==> src/rtl/game_pkg.sv <==
// ---------------------------------------------------------------------------
// game_pkg
// Shared constants and types for the game-state packet transmitter.
//   - Grid geometry and the grid_t cell array type (4 bits per cell).
//   - Packet format constants: header byte, packet length and the byte
//     offsets where the object grid, timer grid and checksum begin.
//   - tx_state_t sequencer states and snapshot_t, the registered image of
//     every game-state input that one packet carries.
// ---------------------------------------------------------------------------
package game_pkg;

    localparam int GRID_ROWS = 8;
    localparam int GRID_COLS = 13;

    localparam logic [7:0]  HEADER  = 8'hA5;
    localparam int unsigned PKT_LEN = 122;

    localparam logic [6:0] OFS_OBJ  = 7'd17;
    localparam logic [6:0] OFS_TIME = 7'd69;
    localparam logic [6:0] OFS_CHK  = 7'd121;

    // Cell (row, col) sits at bit offset (row*13 + col)*4, so the same bits
    // viewed as bytes give {cell[2j+1], cell[2j]} in byte j.
    typedef logic [GRID_ROWS-1:0][GRID_COLS-1:0][3:0] grid_t;
    typedef logic [GRID_ROWS*GRID_COLS/2-1:0][7:0]   grid_bytes_t;

    typedef enum logic {
        IDLE = 1'b0,
        SEND = 1'b1
    } tx_state_t;

    typedef struct packed {
        logic [1:0]       player_id;
        logic [2:0]       game_state;
        grid_t            object_grid;
        grid_t            time_grid;
        logic [7:0]       time_left;
        logic [9:0]       point_total;
        logic [3:0]       orders;
        logic [3:0][4:0]  order_times;
        logic [2:0][7:0]  team_name;
        logic [1:0]       player_direction;
        logic [8:0]       player_loc_x;
        logic [8:0]       player_loc_y;
        logic [3:0]       player_state;
    } snapshot_t;

endpackage

==> src/rtl/game_state_tx_if.sv <==
// ---------------------------------------------------------------------------
// game_state_tx_if
// Byte-wide valid/ready stream from the packet transmitter to the link.
//   tx_data  : stream byte (master -> slave)
//   tx_valid : tx_data is valid (master -> slave)
//   tx_ready : slave accepts the byte when tx_valid && tx_ready
// ---------------------------------------------------------------------------
interface game_state_tx_if;

    logic [7:0] tx_data;
    logic       tx_valid;
    logic       tx_ready;

    modport master (output tx_data, output tx_valid, input tx_ready);
    modport slave  (input tx_data, input tx_valid, output tx_ready);

endinterface

==> src/rtl/packet_byte_mux.sv <==
// ---------------------------------------------------------------------------
// packet_byte_mux
// Purely combinational: selects packet byte 'index' out of the held
// snapshot. Byte 121 is the running checksum supplied by the sequencer.
//   snap      : registered game-state snapshot
//   index     : byte position 0..121
//   checksum  : XOR of bytes 1..120 accumulated so far
//   byte_out  : selected byte
// ---------------------------------------------------------------------------
module packet_byte_mux
    import game_pkg::*;
#(
    parameter logic [7:0] HEADER_BYTE = 8'hA5
) (
    input  snapshot_t  snap,
    input  logic [6:0] index,
    input  logic [7:0] checksum,
    output logic [7:0] byte_out
);

    grid_bytes_t obj_bytes;
    grid_bytes_t time_bytes;
    logic [5:0]  obj_j;
    logic [5:0]  time_j;

    assign obj_bytes  = snap.object_grid;
    assign time_bytes = snap.time_grid;

    always_comb begin
        byte_out = 8'h00;
        obj_j    = 6'(index - OFS_OBJ);
        time_j   = 6'(index - OFS_TIME);
        if (index >= OFS_CHK) begin
            byte_out = checksum;
        end else if (index >= OFS_TIME) begin
            byte_out = time_bytes[time_j];
        end else if (index >= OFS_OBJ) begin
            byte_out = obj_bytes[obj_j];
        end else begin
            case (index)
                7'd0:    byte_out = HEADER_BYTE;
                7'd1:    byte_out = {snap.player_id, snap.game_state, 3'b000};
                7'd2:    byte_out = {snap.player_direction, snap.player_state,
                                     1'b0, snap.player_loc_x[8]};
                7'd3:    byte_out = snap.player_loc_x[7:0];
                7'd4:    byte_out = {7'b0, snap.player_loc_y[8]};
                7'd5:    byte_out = snap.player_loc_y[7:0];
                7'd6:    byte_out = snap.time_left;
                7'd7:    byte_out = {6'b0, snap.point_total[9:8]};
                7'd8:    byte_out = snap.point_total[7:0];
                7'd9:    byte_out = {4'b0, snap.orders};
                7'd10:   byte_out = {3'b0, snap.order_times[0]};
                7'd11:   byte_out = {3'b0, snap.order_times[1]};
                7'd12:   byte_out = {3'b0, snap.order_times[2]};
                7'd13:   byte_out = {3'b0, snap.order_times[3]};
                7'd14:   byte_out = snap.team_name[2];
                7'd15:   byte_out = snap.team_name[1];
                7'd16:   byte_out = snap.team_name[0];
                default: byte_out = 8'h00;
            endcase
        end
    end

endmodule

==> src/rtl/game_state_tx.sv <==
// ---------------------------------------------------------------------------
// game_state_tx
// Snapshots the full game state on a send request (or an internal auto tick)
// and streams it as a fixed 122-byte checksummed packet.
//   clock, reset       : system clock, synchronous active-high reset
//   send               : level request for a snapshot + transmit
//   local_player_ID .. player_state : live game-state inputs
//   tx (master)        : byte stream tx_data/tx_valid/tx_ready
//   busy               : packet in progress, snapshot held
//   pkt_done           : one-cycle pulse after the checksum byte is accepted
//   overrun            : sticky, a request arrived while busy
// ---------------------------------------------------------------------------
module game_state_tx
    import game_pkg::*;
#(
    parameter int unsigned PKT_LEN     = game_pkg::PKT_LEN,
    parameter logic [7:0]  HEADER      = game_pkg::HEADER,
    parameter int unsigned AUTO_PERIOD = 0
) (
    input  logic            clock,
    input  logic            reset,
    input  logic            send,
    input  logic [1:0]      local_player_ID,
    input  logic [2:0]      game_state,
    input  grid_t           object_grid,
    input  grid_t           time_grid,
    input  logic [7:0]      time_left,
    input  logic [9:0]      point_total,
    input  logic [3:0]      orders,
    input  logic [3:0][4:0] order_times,
    input  logic [2:0][7:0] team_name,
    input  logic [1:0]      player_direction,
    input  logic [8:0]      player_loc_x,
    input  logic [8:0]      player_loc_y,
    input  logic [3:0]      player_state,
    game_state_tx_if.master tx,
    output logic            busy,
    output logic            pkt_done,
    output logic            overrun
);

    localparam logic [6:0]  LAST_IDX  = 7'(PKT_LEN - 1);
    localparam logic [31:0] AUTO_LAST = (AUTO_PERIOD == 0) ? 32'd0 : 32'(AUTO_PERIOD - 1);

    tx_state_t  state;
    snapshot_t  snap;
    logic [6:0] byte_idx;
    logic [7:0] checksum;
    logic [7:0] cur_byte;
    logic [31:0] auto_cnt;
    logic       auto_tick;
    logic       req;
    logic       sending;

    // Free-running auto-send counter; it keeps counting while a packet is in
    // flight so ticks that land mid-packet are reported as overruns.
    always_comb begin
        auto_tick = (AUTO_PERIOD != 0) && (auto_cnt == AUTO_LAST);
        req       = send | auto_tick;
    end

    always_ff @(posedge clock) begin
        if (reset || auto_tick || AUTO_PERIOD == 0) begin
            auto_cnt <= '0;
        end else begin
            auto_cnt <= auto_cnt + 32'd1;
        end
    end

    packet_byte_mux #(
        .HEADER_BYTE (HEADER)
    ) u_mux (
        .snap     (snap),
        .index    (byte_idx),
        .checksum (checksum),
        .byte_out (cur_byte)
    );

    // Stream outputs come straight from registered state, so they are
    // inherently stable while the sink stalls.
    always_comb begin
        sending     = (state == SEND);
        tx.tx_valid = sending;
        tx.tx_data  = sending ? cur_byte : 8'h00;
        busy        = sending;
    end

    // Sequencer: capture the snapshot on a request in IDLE, then step the
    // byte index on each handshake, folding bytes 1..120 into the checksum.
    always_ff @(posedge clock) begin
        if (reset) begin
            state    <= IDLE;
            snap     <= '0;
            byte_idx <= '0;
            checksum <= '0;
            pkt_done <= 1'b0;
            overrun  <= 1'b0;
        end else begin
            pkt_done <= 1'b0;
            if (state == IDLE) begin
                if (req) begin
                    snap.player_id        <= local_player_ID;
                    snap.game_state       <= game_state;
                    snap.object_grid      <= object_grid;
                    snap.time_grid        <= time_grid;
                    snap.time_left        <= time_left;
                    snap.point_total      <= point_total;
                    snap.orders           <= orders;
                    snap.order_times      <= order_times;
                    snap.team_name        <= team_name;
                    snap.player_direction <= player_direction;
                    snap.player_loc_x     <= player_loc_x;
                    snap.player_loc_y     <= player_loc_y;
                    snap.player_state     <= player_state;
                    byte_idx              <= '0;
                    checksum              <= '0;
                    state                 <= SEND;
                end
            end else begin
                if (req) begin
                    overrun <= 1'b1;
                end
                if (tx.tx_ready) begin
                    if (byte_idx == LAST_IDX) begin
                        byte_idx <= '0;
                        pkt_done <= 1'b1;
                        state    <= IDLE;
                    end else begin
                        byte_idx <= byte_idx + 7'd1;
                        if (byte_idx != 7'd0) begin
                            checksum <= checksum ^ cur_byte;
                        end
                    end
                end
            end
        end
    end

endmodule

==> src/flat_wrapper.sv <==
// flat-port wrapper written by rule: the top's interface ports become plain ports
module game_state_tx_flat import game_pkg::*;
#(
    parameter int unsigned PKT_LEN     = game_pkg::PKT_LEN,
    parameter logic [7:0]  HEADER      = game_pkg::HEADER,
    parameter int unsigned AUTO_PERIOD = 0
)
  (clock, reset, send, local_player_ID, game_state, object_grid, time_grid, time_left, point_total, orders, order_times, team_name, player_direction, player_loc_x, player_loc_y, player_state, busy, pkt_done, overrun, tx_tx_data, tx_tx_valid, tx_tx_ready);
  game_state_tx_if tx_i ();
  input  logic clock;
  input  logic reset;
  input  logic send;
  input  logic [1:0] local_player_ID;
  input  logic [2:0] game_state;
  input  grid_t object_grid;
  input  grid_t time_grid;
  input  logic [7:0] time_left;
  input  logic [9:0] point_total;
  input  logic [3:0] orders;
  input  logic [3:0][4:0] order_times;
  input  logic [2:0][7:0] team_name;
  input  logic [1:0] player_direction;
  input  logic [8:0] player_loc_x;
  input  logic [8:0] player_loc_y;
  input  logic [3:0] player_state;
  output logic busy;
  output logic pkt_done;
  output logic overrun;
  output wire logic [$bits(tx_i.tx_data)-1:0] tx_tx_data;
  output wire logic [$bits(tx_i.tx_valid)-1:0] tx_tx_valid;
  input wire logic [$bits(tx_i.tx_ready)-1:0] tx_tx_ready;
  assign tx_tx_data = tx_i.tx_data;
  assign tx_tx_valid = tx_i.tx_valid;
  assign tx_i.tx_ready = tx_tx_ready;
  game_state_tx #(.PKT_LEN(PKT_LEN), .HEADER(HEADER), .AUTO_PERIOD(AUTO_PERIOD)) u_core (.clock(clock), .reset(reset), .send(send), .local_player_ID(local_player_ID), .game_state(game_state), .object_grid(object_grid), .time_grid(time_grid), .time_left(time_left), .point_total(point_total), .orders(orders), .order_times(order_times), .team_name(team_name), .player_direction(player_direction), .player_loc_x(player_loc_x), .player_loc_y(player_loc_y), .player_state(player_state), .tx(tx_i), .busy(busy), .pkt_done(pkt_done), .overrun(overrun));
endmodule
==> config.mk <==
export PLATFORM = sky130hd
export DESIGN_NAME = game_state_tx_flat
export DESIGN_NICKNAME = d
export VERILOG_FILES = /design/src/rtl/game_pkg.sv /design/src/rtl/game_state_tx_if.sv /design/src/rtl/packet_byte_mux.sv /design/src/rtl/game_state_tx.sv /design/src/flat_wrapper.sv
export SDC_FILE = /design/constraint.sdc
export NUM_CORES = 2
export LEC_CHECK = 0
export CAP_MARGIN = 20
export CORE_AREA = 10 10 357 359
export DETAILED_ROUTE_END_ITERATION = 6
export DIE_AREA = 0 0 367 369
export GPL_TIMING_DRIVEN = 0
export PLACE_DENSITY = 0.61
export SLEW_MARGIN = 40
export SYNTH_ARGS = -nofsm -noshare
export SYNTH_HDL_FRONTEND = slang
export SYNTH_SLANG_ARGS = --single-unit
==> constraint.sdc <==
create_clock -name clock -period 4.86 [get_ports clock]
set_clock_uncertainty 0.2 [all_clocks]
set_input_delay 0.729 -clock clock [delete_from_list [all_inputs] [get_ports clock]]
set_output_delay 0.729 -clock clock [all_outputs]
set_load 0.05 [all_outputs]
Word level (Yosys, flattened, before mapping)
Index checks and enable logic that the tools add are counted.

Add/sub/neg operators: 3. Order comparisons: 5. Equal/unequal tests: 20. Multiplexer cells: 23. Bitwise logic cells: 3. Reduce and logical (&&, ||, !) cells: 8.

Operators by type and width (count): one-hot mux 8 bit (17 select lines) (1); binary-select mux 8 bit (select 6 bit) (2); two-way mux 8 bit (11); == test 7 x 4 -> 1 bit, second input constant (8); == test 7 x 3 -> 1 bit, second input constant (4); two-way mux 7 bit (4); == test 7 x 2 -> 1 bit, second input constant (2); greater-or-equal comparator 7 bit, second input constant (2); less-than comparator 6 x 7 -> 1 bit, second input constant (2); bitwise XOR 8 bit (1); adder 7 x 1 -> 7 bit, second input constant (1); == test 7 x 1 -> 1 bit, second input constant (1); == test 7 x 5 -> 1 bit, second input constant (1); == test 7 bit, second input constant (1); greater-or-equal comparator 7 x 5 -> 1 bit, second input constant (1); zero test 7 bit (1); nonzero test 7 bit (1); inequality test 2 bit, second input constant (3); AND reduction 2 bit (3); subtractor 6 x 3 -> 6 bit, second input constant (1); subtractor 6 x 5 -> 6 bit, second input constant (1); two-way mux 1 bit (5); AND reduction 4 bit (1); OR reduction 3 bit (1); 2 further kinds (3).

Bits in registers: 945. Input port bits: 931. Output and inout bits: 12. Word-level logic and storage cells: 291.

Longest topological paths before layout
Depth in word-level cells: 11. Gate-level depth with buffers: 19. Mapped depth without buffers: 10.

Modules after synthesis
From an unflattened synthesis, not the netlist that was laid out.

Cells, all modules: 4922. Area total of the unflattened synthesis: 41116.9 um^2.

Modules (own cells, without submodules): game_state_tx (instances 1, cells an instance 4136, area each 32698.9 um^2, seq. area each 18918.1 um^2); packet_byte_mux (instances 1, cells an instance 786, area each 8418.1 um^2, seq. area each 0.0 um^2).

Worst setup path before layout
OpenSTA, ideal clock, no wires.

Path type: register to output. Start point: register u_core.byte_idx[0]. End point: output port tx_tx_data[0]. Arrival: 4.438 ns. Data required time: 3.931 ns. Setup slack: -0.507 ns. Stages on the path, launching flop included: 19. Buffers on the path: 9. Path through: dfxtp_1 -> buf_6 -> buf_6 -> buf_6 -> buf_6 -> buf_4 -> inv_1 -> ha_1 -> buf_2 -> buf_4 -> clkbuf_1 -> buf_2 -> mux4_2 -> nand2_1 -> nand2_1 -> a32oi_1 -> o211ai_1 -> o31ai_1 -> o21ai_0.

Cells in the longest elaborated chain, start to end: 7. Elaborated cells between the ends (all ways): 31. Those cells by class: 2 x add/sub; 3 x order compare; 16 x eq/ne; 9 x mux; 1 x reduce/logical.

RTL lines: start, declared (line game_state_tx.sv:47) `logic [6:0] byte_idx;`; start signal, assigned (line game_state_tx.sv:129) `byte_idx <= byte_idx + 7'd1;`; subtractor 6 x 5 -> 6 bit (line packet_byte_mux.sv:31) `obj_j = 6'(index - OFS_OBJ);`; binary-select mux 8 bit (select 6 bit) (line packet_byte_mux.sv:38) `byte_out = obj_bytes[obj_j];`; two-way mux 8 bit (implied by the code) (line packet_byte_mux.sv:38); two-way mux 8 bit (line packet_byte_mux.sv:37) `end else if (index >= OFS_OBJ) begin`; two-way mux 8 bit (line packet_byte_mux.sv:35) `end else if (index >= OFS_TIME) begin`; two-way mux 8 bit (*) (line packet_byte_mux.sv:33) `if (index >= OFS_CHK) begin`; two-way mux 8 bit (*) (line game_state_tx.sv:84) `tx.tx_data = sending ? cur_byte : 8'h00;`; end, declared (line flat_wrapper.sv:29) `output wire logic [$bits(tx_i.tx_data)-1:0] tx_tx_data;`.

Every way passes the cells marked *; elsewhere a longest branch is shown, timed or not. The select of a mux whose other input is x is not followed.

Worst setup path after layout
Start point: register u_core.byte_idx[0]. End point: output port tx_tx_data[4].

Same word-level chain as after synthesis.

==> impl_metrics.env <==
export IMPL_outcome="complete, but fails checks"
export IMPL_violations="DRC, setup timing"
export IMPL_cts_sinks=945
export IMPL_min_path_type="reg2reg"
export IMPL_critPathArrivalTime_ns=4.57
export IMPL_worst_max_slew_pin_slew_ns=1.01
export IMPL_drt_initial_drc_count=4517
export IMPL_pre_cts_ws_ns=-3.44
export IMPL_antenna_found_initial=77
export IMPL_detailed_route_wirelength_on_metal3_um=19300
export IMPL_top_level_ports=943
export IMPL_numPlacedInstances=7468
export IMPL_clk_latency_ns=0.71
export IMPL_primary_ff_master_synth="sky130_fd_sc_hd__dfxtp_1"
export IMPL_mappedNetlistNets=5844
export IMPL_port_buffers=942
export IMPL_wl_met1_um=86700
export IMPL_cp_end_kind="output pin"
export IMPL_synth_area_mm2=0.0410
export IMPL_post_synth_top_area_fraction_pct=46.2
export IMPL_postSynth_asyncResetShare_pct=0
export IMPL_grt_overflow_total=0
export IMPL_routability_congestion=0.978
export IMPL_number_of_different_library_cells_in_the_post_synthesis_netlist=85
export IMPL_max_cap_violations=0
export IMPL_synth_area_per_cell_um2=8.35
export IMPL_area_delta_synth_final_pct=41.3
export IMPL_worst_r2r_setup_slack_ns=0.75
export IMPL_cts_htree_levels=3
export IMPL_timing_hold_violations_final=0
export IMPL_synth_top_cell_by_area="sky130_fd_sc_hd__dfxtp_1"
export IMPL_cts_clk_slew_worst_paths_ns=0.06
export IMPL_top_layer="met5"
export IMPL_routed_wirelength_um=222000
export IMPL_detail_route_first_pass_iterations=7
export IMPL_worst_hold_slack_ns=0.250
export IMPL_root_buffer="sky130_fd_sc_hd__clkbuf_16"
export IMPL_die_x_um=367
export IMPL_power_density_mw_per_mm2=343
export IMPL_synth_enable_flop_cells=0
export IMPL_core_area_mm2=0.120
export IMPL_setup_violations=8
export IMPL_initial_core_util_pct=34.2
export IMPL_critical_path_required_ns=3.93
export IMPL_maxSlewHeadroom_pct=32.9
export IMPL_wl_met2_um=105000
export IMPL_grt_pass1_wl_um=302000
export IMPL_via_count=42175
export IMPL_finish_cell_count_without_fillers=7745
export IMPL_period_share_pct=113
export IMPL_synth_yosys_seq_area_share_pct=46.2
export IMPL_clk_path_buf_depth=3
export IMPL_synth_yosys_warnings=0
export IMPL_ys_ff_latch=945
export IMPL_synth_most_common_cell="sky130_fd_sc_hd__nand2_1"
export IMPL_drt_antenna_violating_nets=0
export IMPL_filler_cell_count=11869
export IMPL_period_needed_ns=5.50
export IMPL_die_h_um=369
export IMPL_post_layout_net_count=6943
export IMPL_netlist_top_cells_area="sky130_fd_sc_hd__dfxtp_1, sky130_fd_sc_hd__nand2_1, sky130_fd_sc_hd__a21oi_1, sky130_fd_sc_hd__mux4_2, sky130_fd_sc_hd__clkbuf_1"
export IMPL_gr_usage_all_layers_pct=30.9
export IMPL_via_count_of_the_first_global_routing_pass=41048
export IMPL_worst_setup_path_start_kind="flop"
export IMPL_yosys_top_cells_count="sky130_fd_sc_hd__nand2_1, sky130_fd_sc_hd__a21oi_1, sky130_fd_sc_hd__dfxtp_1, sky130_fd_sc_hd__clkbuf_1, sky130_fd_sc_hd__mux4_2"
export IMPL_vias_per_cell=5.45
export IMPL_routedWlPerCell_um=28.6
export IMPL_floorplan_die_area_mm2=0.135
export IMPL_grt_start_max_net_pins=15
export IMPL_cellLeakagePower_nw=20.8
export IMPL_worst_setup_path_type="reg2out"
export IMPL_placement_rows=127
export IMPL_synth_cells=4907
export IMPL_tritoncts_clock_tree="done"
export IMPL_final_layout_size_suffix_gt1_share_pct=10.3
export IMPL_hpwl_um=175000
export IMPL_worst_slack_ns=-0.643
export IMPL_tritoncts_num_buffers=102
export IMPL_timing_critical_path_fanout_max=5
export IMPL_route_detailed_drc=1
export IMPL_grt_setup_unrepaired="yes"
export IMPL_fmaxAchievable_mhz=182
export IMPL_irDropWorstVdd_mv=0.287
export IMPL_number_of_max_slew_violations_in_the_final_report=0
==> cells by family after synthesis <==
kind of cell	count (synthesis)	share of synthesized area, %
and+or+nand+nor	2150	20.6
AOI/OAI and AO/OA	1121	15.0
DFF	945	46.2
buffers and inverters	423	4.58
muxes	253	13.3
xor gates and xnor gates	9	0.211
adders and majority gates	6	0.183
==> path summary, 6_finish.rpt <==
path / from / endpoint / cells after the start
hold reg to reg: u_core.snap[109]$_SDFFE_PP0P_ / u_core.snap[109]$_SDFFE_PP0P_ / 2
setup reg to reg: u_core.byte_idx[0]$_SDFFE_PP0P_ / u_core.checksum[0]$_SDFFE_PP0P_ / 19
hold / removal: u_core.snap[109]$_SDFFE_PP0P_ / u_core.snap[109]$_SDFFE_PP0P_ / 2
setup / recovery: u_core.byte_idx[0]$_SDFFE_PP0P_ / tx_tx_data[4] / 20
==> per-stage QoR <==
step                      TNS, ns  utilization, %  power [mW]  instance area (um^2)
after detailed placement   -40.58            44.0        11.6                 52700
final                       -4.17            48.3        19.8                 57900
after CTS                   -5.34            47.8        19.8                 57300
after floorplan                 0               -        9.85                 41000
after global routing        -4.68            48.3        20.4                 57900
after global placement     -51.86            43.8        11.5                 52400
==> registers in the layout, indices dropped and copies added, names as in the netlist <==
name / cells
u_core.byte_idx: 7
u_core.pkt_done: 1
u_core.busy: 1
u_core.checksum: 8
u_core.snap: 927
u_core.overrun: 1
==> power breakdown <==
part,switching (mW),internal [mW]
Clock,3.39,4.77
Combinational,1.75,1.47
Sequential,0.257,8.19
Total,5.40,14.4
==> area by class of cell <==
type                            instances  area (um^2)  share of cell area, %
Buffer                                407         2320                   4.01
Timing Repair Buffer                  997        10100                   17.5
Inverter                               14         60.1                  0.104
Sequential cell                       945        18900                   32.7
Clock inverter                         36          495                  0.856
Clock buffer                          147         3000                   5.19
Antenna cell                           48          120                  0.208
Multi-Input combinational cell       3539        20800                   36.0
Tap cell                             1612         2020                   3.48
==> layer usage <==
layer	GRT usage (%)	vias to the layer above
met1	38.3	20528
li1	-	18945
met2	50.7	2215
met4	14.9	28
met5	0	-
met3	6.74	459
==> critical path, stage by stage (launching register included) <==
cell and delay, ns:
sky130_fd_sc_hd__dfxtp_4 0.36, sky130_fd_sc_hd__buf_12 0.13, sky130_fd_sc_hd__buf_12 0.13, sky130_fd_sc_hd__buf_16 0.13
sky130_fd_sc_hd__buf_16 0.14, sky130_fd_sc_hd__inv_8 0.06, sky130_fd_sc_hd__ha_4 0.23, sky130_fd_sc_hd__buf_12 0.16
sky130_fd_sc_hd__buf_12 0.14, sky130_fd_sc_hd__clkbuf_16 0.16, sky130_fd_sc_hd__buf_16 0.14, sky130_fd_sc_hd__buf_4 0.13
sky130_fd_sc_hd__mux4_2 0.35, sky130_fd_sc_hd__mux2i_4 0.21, sky130_fd_sc_hd__o21ai_2 0.10, sky130_fd_sc_hd__a221oi_4 0.37
sky130_fd_sc_hd__nor3_4 0.11, sky130_fd_sc_hd__nor4_2 0.33, sky130_fd_sc_hd__nand2_1 0.09, sky130_fd_sc_hd__o211a_1 0.18
sky130_fd_sc_hd__buf_12 0.16
==> timing repair <==
action,4_1_cts,5_1_grt
resized for setup,224,59
pin swaps,16,23
setup endpoints to repair,17,8
buffers inserted,23,19
hold buffers,0,0
cloned,4,1
==> cells in the final DEF (no fill, tap or decap), drive strengths merged, types with 7 or more instances in the layout <==
cell and instances:
a211oi 10, a21oi 956, a221oi 13, a222oi 8, a22oi 11, a31oi 18
a32oi 7, and3 12, buf 138, bufinv 9, clkbuf 478, clkdlybuf4s50 934
clkinv 20, dfxtp 945, diode 48, inv 17, mux2 10, mux2i 21
mux4 222, nand2 1995, nand3 29, nor2 34, nor2b 10, nor3 16
nor4 8, o211a 7, o21ai 36, o221ai 7, or3 12
(Power assumes the default switching activity.)
